==> src/rtl/link_pkg.sv <==
// rtl/link_pkg.sv - shared constants and state encoding for the frame link arbiter
package link_pkg;

  localparam logic [7:0] LINK_HEADER = 8'hCA;
  localparam int LINK_WORD_W = 16;

  typedef enum logic [2:0] {
    ST_IDLE,
    ST_HDR,
    ST_B1,
    ST_B2,
    ST_CLOSE,
    ST_GAP
  } link_state_t;

endpackage

==> src/rtl/frame_link_arbiter_if.sv <==
// rtl/frame_link_arbiter_if.sv - requester and frame link signal bundle
interface frame_link_arbiter_if
  import link_pkg::*;
#(
  parameter int N_REQ = 4
);

  logic [N_REQ-1:0]             req;
  logic [LINK_WORD_W*N_REQ-1:0] req_data;
  logic [N_REQ-1:0]             gnt;
  logic                         done;
  logic                         done_err;
  logic                         busy;
  logic                         link_cs;
  logic [7:0]                   link_d;
  logic                         link_ack;
  logic                         link_err;

  modport master (
    input  req, req_data, link_ack, link_err,
    output gnt, done, done_err, busy, link_cs, link_d
  );

  modport slave (
    output req, req_data, link_ack, link_err,
    input  gnt, done, done_err, busy, link_cs, link_d
  );

endinterface

==> src/rtl/frame_link_arbiter_rr_arbiter.sv <==
// rtl/frame_link_arbiter_rr_arbiter.sv - combinational round-robin pick starting at ptr
module rr_arbiter #(
  parameter int N = 4,
  localparam int IW = (N > 1) ? $clog2(N) : 1
) (
  input  logic [N-1:0]  req,
  input  logic [IW-1:0] ptr,
  output logic [N-1:0]  pick,
  output logic          any
);

  always_comb begin
    pick = '0;
    for (int k = 0; k < N; k++) begin
      int idx;
      idx = (int'(ptr) + k) % N;
      if (pick == '0 && req[idx[IW-1:0]]) begin
        pick[idx[IW-1:0]] = 1'b1;
      end
    end
  end

  assign any = |req;

endmodule

==> src/rtl/frame_link_arbiter.sv <==
// rtl/frame_link_arbiter.sv - round-robin arbiter driving a three-byte frame link with header retry
module frame_link_arbiter
  import link_pkg::*;
#(
  parameter int N_REQ     = 4,
  parameter int MAX_RETRY = 2
) (
  input logic                  clk,
  input logic                  rst,
  frame_link_arbiter_if.master bus
);

  localparam int IW = (N_REQ > 1) ? $clog2(N_REQ) : 1;

  link_state_t            state_q, state_d;
  logic [IW-1:0]          idx_q, idx_d, ptr_q, ptr_d, pick_idx, next_ptr;
  logic [2:0]             retry_q, retry_d;
  logic [LINK_WORD_W-1:0] word_q, word_d, pick_word;
  logic [N_REQ-1:0]       gnt_q, gnt_d, pick;
  logic                   any_req;
  logic                   done_q, done_d, done_err_q, done_err_d, busy_q, busy_d;
  logic                   cs_q, cs_d;
  logic [7:0]             d_q, d_d;

  rr_arbiter #(.N(N_REQ)) u_rr (
    .req  (bus.req),
    .ptr  (ptr_q),
    .pick (pick),
    .any  (any_req)
  );

  assign next_ptr = (idx_q == IW'(N_REQ - 1)) ? '0 : idx_q + IW'(1);

  always_comb begin
    pick_idx  = '0;
    pick_word = '0;
    for (int i = 0; i < N_REQ; i++) begin
      if (pick[i]) begin
        pick_idx  = IW'(i);
        pick_word = bus.req_data[LINK_WORD_W*i +: LINK_WORD_W];
      end
    end
  end

  // Next state and the output values that state will present, registered together.
  always_comb begin
    state_d    = state_q;
    idx_d      = idx_q;
    ptr_d      = ptr_q;
    retry_d    = retry_q;
    word_d     = word_q;
    gnt_d      = gnt_q;
    done_d     = 1'b0;
    done_err_d = 1'b0;
    case (state_q)
      ST_IDLE: begin
        if (any_req) begin
          state_d = ST_HDR;
          idx_d   = pick_idx;
          word_d  = pick_word;
          gnt_d   = pick;
          retry_d = '0;
        end
      end
      ST_HDR: state_d = ST_B1;
      ST_B1: begin
        if (bus.link_err) begin
          state_d = ST_GAP;
          // The final failed attempt reports during GAP while gnt is still high.
          if (retry_q >= 3'(MAX_RETRY)) begin
            done_d     = 1'b1;
            done_err_d = 1'b1;
          end
        end else begin
          state_d = ST_B2;
        end
      end
      ST_B2: begin
        state_d = ST_CLOSE;
        done_d  = 1'b1;
      end
      ST_CLOSE: begin
        state_d = ST_IDLE;
        gnt_d   = '0;
        ptr_d   = next_ptr;
      end
      ST_GAP: begin
        if (retry_q < 3'(MAX_RETRY)) begin
          retry_d = retry_q + 3'd1;
          state_d = ST_HDR;
        end else begin
          state_d = ST_IDLE;
          gnt_d   = '0;
          ptr_d   = next_ptr;
        end
      end
      default: state_d = ST_IDLE;
    endcase

    busy_d = (state_d != ST_IDLE);
    cs_d   = !(state_d inside {ST_HDR, ST_B1, ST_B2, ST_CLOSE});
    case (state_d)
      ST_HDR:  d_d = LINK_HEADER;
      ST_B1:   d_d = word_d[15:8];
      ST_B2:   d_d = word_d[7:0];
      default: d_d = 8'h00;
    endcase
  end

  always_ff @(posedge clk) begin
    if (rst) begin
      state_q    <= ST_IDLE;
      idx_q      <= '0;
      ptr_q      <= '0;
      retry_q    <= '0;
      word_q     <= '0;
      gnt_q      <= '0;
      done_q     <= 1'b0;
      done_err_q <= 1'b0;
      busy_q     <= 1'b0;
      cs_q       <= 1'b1;
      d_q        <= 8'h00;
    end else begin
      assert (!(state_q == ST_B1 && !bus.link_err && bus.link_ack));
      state_q    <= state_d;
      idx_q      <= idx_d;
      ptr_q      <= ptr_d;
      retry_q    <= retry_d;
      word_q     <= word_d;
      gnt_q      <= gnt_d;
      done_q     <= done_d;
      done_err_q <= done_err_d;
      busy_q     <= busy_d;
      cs_q       <= cs_d;
      d_q        <= d_d;
    end
  end

  assign bus.gnt      = gnt_q;
  assign bus.done     = done_q;
  assign bus.done_err = done_err_q;
  assign bus.busy     = busy_q;
  assign bus.link_cs  = cs_q;
  assign bus.link_d   = d_q;

endmodule
==> src/flat_wrapper.sv <==
// flat-port wrapper written by rule: the top's interface ports become plain ports
module frame_link_arbiter_flat import link_pkg::*;
#(
  parameter int N_REQ     = 4,
  parameter int MAX_RETRY = 2
)
  (clk, rst, bus_req, bus_req_data, bus_link_ack, bus_link_err, bus_gnt, bus_done, bus_done_err, bus_busy, bus_link_cs, bus_link_d);
  frame_link_arbiter_if #(.N_REQ(N_REQ)) bus_i ();
  input logic clk;
  input logic rst;
  input wire logic [$bits(bus_i.req)-1:0] bus_req;
  input wire logic [$bits(bus_i.req_data)-1:0] bus_req_data;
  input wire logic [$bits(bus_i.link_ack)-1:0] bus_link_ack;
  input wire logic [$bits(bus_i.link_err)-1:0] bus_link_err;
  output wire logic [$bits(bus_i.gnt)-1:0] bus_gnt;
  output wire logic [$bits(bus_i.done)-1:0] bus_done;
  output wire logic [$bits(bus_i.done_err)-1:0] bus_done_err;
  output wire logic [$bits(bus_i.busy)-1:0] bus_busy;
  output wire logic [$bits(bus_i.link_cs)-1:0] bus_link_cs;
  output wire logic [$bits(bus_i.link_d)-1:0] bus_link_d;
  assign bus_i.req = bus_req;
  assign bus_i.req_data = bus_req_data;
  assign bus_i.link_ack = bus_link_ack;
  assign bus_i.link_err = bus_link_err;
  assign bus_gnt = bus_i.gnt;
  assign bus_done = bus_i.done;
  assign bus_done_err = bus_i.done_err;
  assign bus_busy = bus_i.busy;
  assign bus_link_cs = bus_i.link_cs;
  assign bus_link_d = bus_i.link_d;
  frame_link_arbiter #(.N_REQ(N_REQ), .MAX_RETRY(MAX_RETRY)) u_core (.clk(clk), .rst(rst), .bus(bus_i));
endmodule
==> config.mk <==
export PLATFORM = sky130hd
export DESIGN_NAME = frame_link_arbiter_flat
export DESIGN_NICKNAME = d
export VERILOG_FILES = /design/src/rtl/link_pkg.sv /design/src/rtl/frame_link_arbiter_if.sv /design/src/rtl/frame_link_arbiter_rr_arbiter.sv /design/src/rtl/frame_link_arbiter.sv /design/src/flat_wrapper.sv
export SDC_FILE = /design/constraint.sdc
export NUM_CORES = 1
export LEC_CHECK = 0
export CAP_MARGIN = 10
export CORE_ASPECT_RATIO = 1.2
export CORE_UTILIZATION = 50
export DETAILED_ROUTE_END_ITERATION = 10
export PLACE_DENSITY = 0.95
export SYNTH_ARGS = -nofsm -noshare
export SYNTH_HDL_FRONTEND = slang
export SYNTH_SLANG_ARGS = --single-unit
==> constraint.sdc <==
create_clock -name clk -period 6 [get_ports clk]
set_input_delay 1.5 -clock clk [delete_from_list [all_inputs] [get_ports clk]]
set_output_delay 1.5 -clock clk [all_outputs]
set_load 0.01 [all_outputs]
==> summary.md, run 1 <==
| Metric | Value |
|---|---|
| Fin worst setup slack | `1.495 ns` |
| Post-CTS sizing | `0` |
| Effective utilization at floorplan | `0.5264` |
| Synthesized area per cell | `8.058 sq um` |
| Tot Pwr | `0.8855 mW` |
| Worst-path fanout max | `14` |
| Register area share after synthesis | `0.3211` |
| Hpwl dp | `5.779 mm` |
| Routed len/inst | `16.63 um` |
| Commonest non-fill, non-tap cell in the layout | `clkdlybuf4s50_1` |
| GRT overflow | `0` |
| Worst setup SP type | `input port` |
| CTS Root Cell | `clkbuf_8` |
| Mapped Nets | `407` |
| Top Metal Used | `met4` |
| Fillers | `383` |
| GR Util All Layers | `0.2905` |
| WS Path Type | `input port to flip-flop` |
| Synth async-reset ratio | `0` |
| Diodes inserted | `0` |
| Mapped cell area | `2619 sq um` |
| DP Worst Slack | `1.228 ns` |
| Via density | `6.219` |
| Hold Crit Class | `flip-flop to flip-flop` |
| Die width | `68.07 um` |
| Syn Inst Count | `325` |
| Synth cell types | `56` |
| LEAKAGE | `1.325 nW` |
| Warnings, synthesis | `0` |
| Post-route setup TNS | `0 ns` |
| Layout cell share with drive strength beyond 1 | `0.06468` |
| Clk Latency, worst-skew pair | `0.30 ns` |
| Via count | `2873` |
| Die footprint | `5532 sq um` |
| Met1 wire length | `3.086 mm` |
| Routed wl met2 | `3.892 mm` |
| Slew headroom | `0.2863` |
| Worst Tran Pin Value | `1.071 ns` |
| Final Cycle Share | `0.7509` |
| CTS Buf Count | `5` |
| Top_reg_cell synth | `dfxtp_1` |
| Final hold vios | `0` |
| Peak supply drop | `0.1288 mV` |
| Number of synthesized flops with an enable pin | `0` |
| Most frequent cells in the layout | `86 x clkdlybuf4s50_1, 48 x nor2_1, 42 x dfxtp_1, 25 x nand2_1, 21 x nor3_1` |
| Largest net degree at the start of global routing | `44` |
| Yosys reg bits | `42` |
| Final min period | `4.505 ns` |
| Post-route ant nets | `0` |
| Met3 WL | `558 um` |
| H-tree depth | `2` |
| Max-cap violation count | `0` |
| Number of remaining DRC errors | `0` |
| Status | `finished, final reports clean` |
| RSZ-0062 raised after global routing | `no` |
| Post-CTS Hold Fix Bufs | `0` |
| Total Nets Final | `483` |
| Clock-pin transition on the worst setup and hold timing paths | `0.09 ns` |
| Die Ht | `81.28 um` |
| Clock Skews | `0.005092 ns` |
| Crit. End Element | `flip-flop` |
| Total setup buffers inserted after CTS | `0` |
| First-pass GRT wire length | `12.22 mm` |
| First-pass DRT Iterations | `5` |
| Fmax | `222.0 MHz` |
| Final Max Slew Viols | `0` |
| Core area | `4975 sq um` |
| Crit path DAT | `4.70 ns` |
| Placed Cells | `454` |
| PD cells | `246.0 nW/um^2` |
| DRT Wirelength | `7.681 mm` |
| CTS tree | `done` |
| Setup Viol. Count Final | `0` |
| Finished Layout Cells | `462` |
| I/O Pins | `88` |
| IO Port Bufs | `86` |
| CTS Buffer Depth | `2` |
| WP data required | `6.19 ns` |
| Clock sinks | `42` |
| Initial antenna violation count | `0` |
| Routability cong. | `0.8947` |
| Hold WS | `0.4847 ns` |
| Row count | `28` |
| Vias in the first global route | `2817` |
| Layout area overhead | `37.46%` |
| Violation count after the first detailed-routing iteration | `311` |
==> final timing paths <==
check                               startpoint                              end  slack [ns]  depth (start not counted)
setup / recovery                    bus_req[3]      u_core.word_q[9]$_SDFF_PP0_        1.49                          8
setup reg to reg  u_core.ptr_q[0]$_SDFFE_PP0P_      u_core.word_q[9]$_SDFF_PP0_        2.07                         10
hold / removal     u_core.word_q[5]$_SDFF_PP0_  u_core.bus.link_d[5]$_SDFF_PP0_        0.48                          2
hold reg to reg    u_core.word_q[5]$_SDFF_PP0_  u_core.bus.link_d[5]$_SDFF_PP0_        0.48                          2
==> per-layer routing <==
| metal | global-route usage | up-vias |
|---|---|---|
| met1 | 0.3494 | 1333 |
| met2 | 0.4941 | 138 |
| met4 | 0.1313 | 0 |
| met3 | 0.04916 | 14 |
| li1 | - | 1388 |
| met5 | 0 | - |
==> cells in the mapped netlist (all sizes together), types with 2 or more instances <==
master,count,area share
mux4,3,0.026
nor4,3,0.0096
a221oi,18,0.063
buf,4,0.014
nand2,25,0.036
nand3,5,0.011
o41ai,2,0.014
mux2i,3,0.011
o32ai,3,0.010
clkbuf,16,0.023
a31oi,11,0.026
ha,10,0.048
a211oi,3,0.0086
o21a,2,0.0057
a22oi,4,0.011
nor2,49,0.070
or4,2,0.0057
or3,5,0.012
a21oi,13,0.025
a31o,2,0.0067
dfxtp,42,0.32
o21ai,30,0.057
a311o,8,0.031
inv,7,0.010
and2,2,0.0048
and3,5,0.012
o31ai,2,0.0076
nor3,21,0.040
a21boi,2,0.0072
nor3b,2,0.0057
nor2b,4,0.0096
==> sequential cells by signal, summed over array words and instances (netlist names) <==
register	count
u_core.bus.gnt	4
u_core.bus.done	1
u_core.ptr_q	2
u_core.bus.busy	1
u_core.idx_q	2
u_core.bus.link_cs	1
u_core.bus.done_err	1
u_core.word_q	16
u_core.bus.link_d	8
u_core.state_q	3
u_core.retry_q	3
==> power breakdown <==
| part | switching (mW) | leakage [nW] | internal (mW) |
|---|---|---|---|
| registers | 0.0232 | 0.346 | 0.319 |
| clock network | 0.111 | 0.0563 | 0.127 |
| logic | 0.162 | 0.923 | 0.143 |
==> cells by family after synthesis <==
group           synth area share
flops                     0.3211
mux                      0.04157
compound gates            0.3134
buf+inv                  0.04873
fa+ha+maj                0.04778
simple gates              0.2274
==> metrics by stage <==
step	instance area [sq um]	utilization
final	3600	0.7236
after global routing	3600	0.7236
after CTS	3600	0.7236
after detailed placement	3482	0.7000
after global placement	3482	0.7000
after floorplan	2619	-
==> cell type report <==
type                            count  area, sq um  area share
Multi-Input combinational cell    255         1653      0.4592
Timing Repair Buffer               89        883.3      0.2454
Sequential cell                    42        840.8      0.2336
Tap cell                           60        75.07     0.02086
Clock buffer                        5        68.82     0.01912
Clock inverter                      3        48.80     0.01356
Inverter                            8        30.03    0.008342
==> worst max-delay path, stage by stage <==
cell             delay, ns
clkdlybuf4s50_1       0.48
mux4_2                0.59
a21boi_2              0.27
o21ai_0               0.12
a31oi_1               0.46
o41a_1                0.64
nand2_1               0.22
o32ai_1               0.39
(Power assumes the default switching activity.)
==> run 2: changes to the inputs <==
- CORE_UTILIZATION: 50 -> 42
- PLACE_DENSITY: 0.95 -> 0.89
- clock period: 6 -> 3.8 ns (I/O delays scaled with it)
==> run 2 against run 1 <==
  * Clock power is 16% higher
  * Clock skew increased by 0.0051 ns
  * Final area grew 5.8%
  * Die area increased by 19%
  * Final cell count grew 10%
  * Power up 52%
  * Largest cell class unchanged
==> summary.md, run 2 (synthesis gave the netlist of run 1 again) <==
| Metric | Value |
|---|---|
| Setup Viol. Count Final | `0` |
| Number of remaining DRC errors | `0` |
| Effective utilization at floorplan | `0.4356` |
| Crit path DAT | `3.84 ns` |
| Row count | `31` |
| Final Max Slew Viols | `0` |
| Die Ht | `88.50 um` |
| Total setup buffers inserted after CTS | `0` |
| Crit. End Element | `flip-flop` |
| Clock sinks | `42` |
| Post-route ant nets | `0` |
| Violation count after the first detailed-routing iteration | `254` |
| LEAKAGE | `1.441 nW` |
| First-pass GRT wire length | `12.18 mm` |
| Final Cycle Share | `0.9585` |
| Diodes inserted | `0` |
| Core area | `6012 sq um` |
| Via count | `3003` |
| Hpwl dp | `6.024 mm` |
| Worst-path fanout max | `22` |
| Worst Tran Pin Value | `0.8059 ns` |
| Worst setup SP type | `input port` |
| Hold Crit Class | `flip-flop to flip-flop` |
| H-tree depth | `2` |
| Slew headroom | `0.4621` |
| Post-CTS sizing | `0` |
| Routed len/inst | `15.57 um` |
| Top reg by flops | `u_core.word_q` |
| CTS Buf Count | `5` |
| Clock-pin transition on the worst setup and hold timing paths | `0.08 ns` |
| Routability cong. | `0.8341` |
| Largest net degree at the start of global routing | `43` |
| Largest register FFs | `16` |
| Tot Pwr | `1.347 mW` |
| IO Port Bufs | `86` |
| Via density | `5.900` |
| Final min period | `3.642 ns` |
| Multi-input logic area | `1653 sq um` |
| Post-CTS Hold Fix Bufs | `0` |
| Register area | `840.8 sq um` |
| Clk Latency, worst-skew pair | `0.30 ns` |
| Vias in the first global route | `2691` |
| Max-cap violation count | `0` |
| Total Nets Final | `509` |
| Commonest non-fill, non-tap cell in the layout | `clkdlybuf4s50_1` |
| Fillers | `477` |
| CTS Root Cell | `clkbuf_8` |
| I/O Pins | `88` |
| Status | `finished, final reports clean` |
| WP data required | `4.00 ns` |
| CTS tree | `done` |
| Finished Layout Cells | `509` |
| Most frequent cells in the layout | `86 x clkdlybuf4s50_1, 48 x nor2_1, 42 x dfxtp_1, 27 x buf_4, 25 x nand2_1` |
| Final hold vios | `0` |
| GRT overflow | `0` |
| GR Util All Layers | `0.2413` |
| Layout cell share with drive strength beyond 1 | `0.1171` |
| Reg2Reg Setup Slack | `0.18 ns` |
| Placed Cells | `502` |
| First-pass DRT Iterations | `5` |
| RSZ-0062 raised after global routing | `no` |
| Post-route setup TNS | `0 ns` |
| WS Path Type | `input port to flip-flop` |
| Peak supply drop | `0.2843 mV` |
| Initial antenna violation count | `0` |
| Fmax | `274.6 MHz` |
| Layout area overhead | `45.48%` |
| Clock Skews | `0.01015 ns` |
| Die width | `74.08 um` |
| DRT Wirelength | `7.925 mm` |
| CTS Buffer Depth | `2` |
| PD cells | `353.7 nW/um^2` |
| Die footprint | `6556 sq um` |
run 2: cell count changes in the layout (fill, tap and decap cells not counted):
cell / change
buf_12: +2
buf_4: +24
bufinv_16: -1
clkbuf_1: +1
inv_8: -1
run 2: stage by stage:
stage / area (sq um) / setup WS (ns) / hold slack (ns) / utilization
4_1_cts: 3810 / 0.2088 / 0.4845 / 0.6337
3_5_place_dp: 3730 / -0.08559 / 0.4692 / 0.6204
3_3_place_gp: 3730 / -0.01049 / 0.4600 / 0.6204
6_report: 3810 / 0.1579 / 0.4832 / 0.6337
2_1_floorplan: 2619 / 0.4948 / 0.4365 / -
5_1_grt: 3810 / 0.07933 / 0.5040 / 0.6337
run 2: path summary, 6_finish.rpt:
path,startpoint,to,cells past startpoint
min,u_core.retry_q[0]$_SDFFE_PP0P_,u_core.retry_q[0]$_SDFFE_PP0P_,1
max,bus_req[1],u_core.word_q[7]$_SDFF_PP0_,12
min reg2reg,u_core.retry_q[0]$_SDFFE_PP0P_,u_core.retry_q[0]$_SDFFE_PP0P_,1
max reg2reg,u_core.ptr_q[1]$_SDFFE_PP0P_,u_core.word_q[7]$_SDFF_PP0_,13
run 2: per-layer routing:
layer / up-vias / part of all wire / track usage / wire [um]
met5: - / 0 / 0 / 0
met4: 0 / 0.031 / 0.1259 / 245
met3: 25 / 0.074 / 0.05581 / 584
met2: 138 / 0.51 / 0.4248 / 4064
met1: 1401 / 0.38 / 0.2676 / 3031
li1: 1439 / - / - / -
run 2: power breakdown:
| part | internal [mW] | switching (mW) | leakage, nW | total (mW) |
|---|---|---|---|---|
| sequential | 0.504 | 0.0379 | 0.346 | 0.542 |
| clock | 0.126 | 0.149 | 0.0373 | 0.275 |
| combinational | 0.266 | 0.264 | 1.06 | 0.530 |
run 2: worst max-delay path, cell delays in order:
cell and delay, ns:
clkdlybuf4s50_1 0.47, mux2_2 0.32, o21a_1 0.12, o31ai_2 0.45, a311oi_1 0.19, buf_4 0.17, a21o_1 0.17, buf_12 0.16
nor4_2 0.40, buf_4 0.24, a31oi_1 0.09, o21ai_0 0.11
run 2: cell type report:
class,instances,share of cell area
well taps,82,0.02693
inverters,8,0.007882
multi-input cells,255,0.4338
clock buffers,6,0.01905
flip-flops and latches,42,0.2207
clock inverters,1,0.001970
repair buffers,115,0.2897
==> run 3: changes to the inputs <==
- CORE_UTILIZATION: 42 -> 30
- PLACE_DENSITY: 0.89 -> 0.7
==> run 3 against run 2 <==
  * Global-route usage shrank 5.1 points
  * Fmax is 1.4% higher
  * Utilization decreased by 16 points
  * Die area up 39%
  * Final area grew 2.6%
  * Register-to-register slack gained 0.34 ns
  * Routed wire length is 3.7% higher
  * Sequential share of layout area decreased by 0.56 points
  * Sequential power hardly changed
  * Sequential cell count unchanged
  * Power grew 2.7%
  * Critical endpoint is now u_core.word_q[12]$_SDFF_PP0_
==> summary.md, run 3 (synthesis gave the netlist of run 1 again) <==
| Metric | Value |
|---|---|
| Die width | `87.29 um` |
| Most frequent cells in the layout | `86 x clkdlybuf4s50_1, 48 x nor2_1, 42 x dfxtp_1, 32 x buf_4, 25 x nand2_1` |
| Placed Area | `3807 sq um` |
| Peak supply drop | `0.1777 mV` |
| Final Max Slew Viols | `0` |
| Die Ht | `104.3 um` |
| H-tree depth | `2` |
| Clock-pin transition on the worst setup and hold timing paths | `0.08 ns` |
| Post-route setup TNS | `0 ns` |
| Routed len/inst | `15.02 um` |
| Clock Skews | `0.003274 ns` |
| Via density | `5.201` |
| Row count | `36` |
| Slew headroom | `0.4504` |
| Post-route ant nets | `0` |
| Crit path DAT | `3.78 ns` |
| Status | `finished, final reports clean` |
| Clock sinks | `42` |
| Routability cong. | `0.8574` |
| DRT Wirelength | `8.217 mm` |
| Effective utilization at floorplan | `0.3160` |
| Placed Cells | `539` |
| Tot Pwr | `1.383 mW` |
| Final Cycle Share | `0.9450` |
| Total Nets Final | `514` |
| Hold Crit Class | `flip-flop to flip-flop` |
| Die footprint | `9108 sq um` |
| First-pass GRT wire length | `13.63 mm` |
| Violation count after the first detailed-routing iteration | `180` |
| CTS Root Cell | `clkbuf_8` |
| Clk Latency, worst-skew pair | `0.30 ns` |
| Total setup buffers inserted after CTS | `0` |
| Number of remaining DRC errors | `0` |
| First-pass DRT Iterations | `4` |
| GR Util All Layers | `0.1904` |
| I/O Pins | `88` |
| Post-layout util | `0.4716` |
| Layout cell share with drive strength beyond 1 | `0.1316` |
| Core area | `8288 sq um` |
| Max-cap violation count | `0` |
| CTS tree | `done` |
| Initial antenna violation count | `0` |
| LEAKAGE | `1.478 nW` |
| Slowest cell on crit path | `mux4_2` |
| Worst setup SP type | `input port` |
| Final min period | `3.591 ns` |
| Finished Layout Cells | `547` |
| RSZ-0062 raised after global routing | `no` |
| Largest register FFs | `16` |
| CTS Buf Count | `5` |
| GRT overflow | `0` |
| Diodes inserted | `0` |
| Worst-path fanout max | `12` |
| Largest net degree at the start of global routing | `43` |
| Slowest stage delay, CP | `0.57 ns` |
| Finished Cell Area | `3909 sq um` |
| Hpwl dp | `6.314 mm` |
| Layout area overhead | `49.26%` |
| Setup Viol. Count Final | `0` |
| Final hold vios | `0` |
| WP data required | `3.99 ns` |
| Top reg by flops | `u_core.word_q` |
| Critical Path, Cell by Cell | `clkdlybuf4s50_1 -> mux4_2 -> a21boi_2 -> nand2_1 -> a31o_2 -> o41a_1 -> buf_4 -> o21ai_0 -> nor2_1 -> a311o_1` |
| Vias in the first global route | `2801` |
| Worst Tran Pin Value | `0.8235 ns` |
| Commonest non-fill, non-tap cell in the layout | `clkdlybuf4s50_1` |
| Crit. End Element | `flip-flop` |
| PD cells | `353.9 nW/um^2` |
| Via count | `2845` |
| Fmax | `278.5 MHz` |
| IO Port Bufs | `86` |
| WS Path Type | `input port to flip-flop` |
| CTS Buffer Depth | `2` |
run 3: cell count changes in the layout (fill, tap and decap cells not counted):
| cell | change |
|---|---|
| buf_4 | +5 |
| clkinvlp_4 | -1 |
| inv_6 | +1 |
| clkbuf_8 | +1 |
| a311oi_2 | +1 |
| a311oi_1 | -1 |
run 3: worst paths after layout:
check / from / endpoint / slack [ns] / cells after the start
hold reg to reg: u_core.retry_q[0]$_SDFFE_PP0P_ / u_core.retry_q[0]$_SDFFE_PP0P_ / 0.48 / 1
hold / removal: u_core.retry_q[0]$_SDFFE_PP0P_ / u_core.retry_q[0]$_SDFFE_PP0P_ / 0.48 / 1
setup / recovery: bus_req[0] / u_core.word_q[12]$_SDFF_PP0_ / 0.21 / 10
setup reg to reg: u_core.ptr_q[0]$_SDFFE_PP0P_ / u_core.word_q[12]$_SDFF_PP0_ / 0.52 / 11
run 3: per-layer routing:
| metal | routed length [um] | global-route usage | part of all wire |
|---|---|---|---|
| met4 | 167 | 0.07494 | 0.020 |
| met2 | 4071 | 0.3198 | 0.50 |
| met1 | 3503 | 0.2415 | 0.43 |
| met3 | 473 | 0.02619 | 0.058 |
| met5 | 0 | 0 | 0 |
run 3: repair_timing:
action | 4_1_cts | 5_1_grt
gates resized for setup | 0 | 1
hold buffers | 0 | 0
setup endpoints to repair | 0 | 1
run 3: layout make-up:
| cell class | count | area [sq um] |
|---|---|---|
| Sequential cell | 42 | 840.8 |
| Tap cell | 114 | 142.6 |
| Fill cell | 850 | 4379 |
| Inverter | 8 | 30.03 |
| Clock buffer | 7 | 86.33 |
| Timing Repair Buffer | 120 | 1141 |
| Clock inverter | 1 | 8.758 |
| Multi-Input combinational cell | 255 | 1659 |
run 3: where the power goes:
| group | internal [mW] | total, mW | leakage [nW] | switching [mW] |
|---|---|---|---|---|
| sequential | 0.504 | 0.540 | 0.346 | 0.0357 |
| combinational | 0.271 | 0.532 | 1.08 | 0.261 |
| clock | 0.150 | 0.311 | 0.0489 | 0.161 |
| total | 0.926 | 1.38 | 1.48 | 0.458 |
run 3: worst max-delay path: cells and delay by family:
kind                   cells  cell delay (ns)
muxes                      1             0.57
AOI/OAI and AO/OA          5             1.40
and+or+nand+nor            2             0.18
buffers and inverters      2             0.67
run 3: metrics by stage:
step	setup WS, ns	hold slack (ns)
after detailed placement	-0.1181	0.4682
after global routing	0.05533	0.4939
after global placement	-0.1086	0.4658
after floorplan	0.4948	0.4365
after CTS	0.2010	0.4833
final	0.2091	0.4791
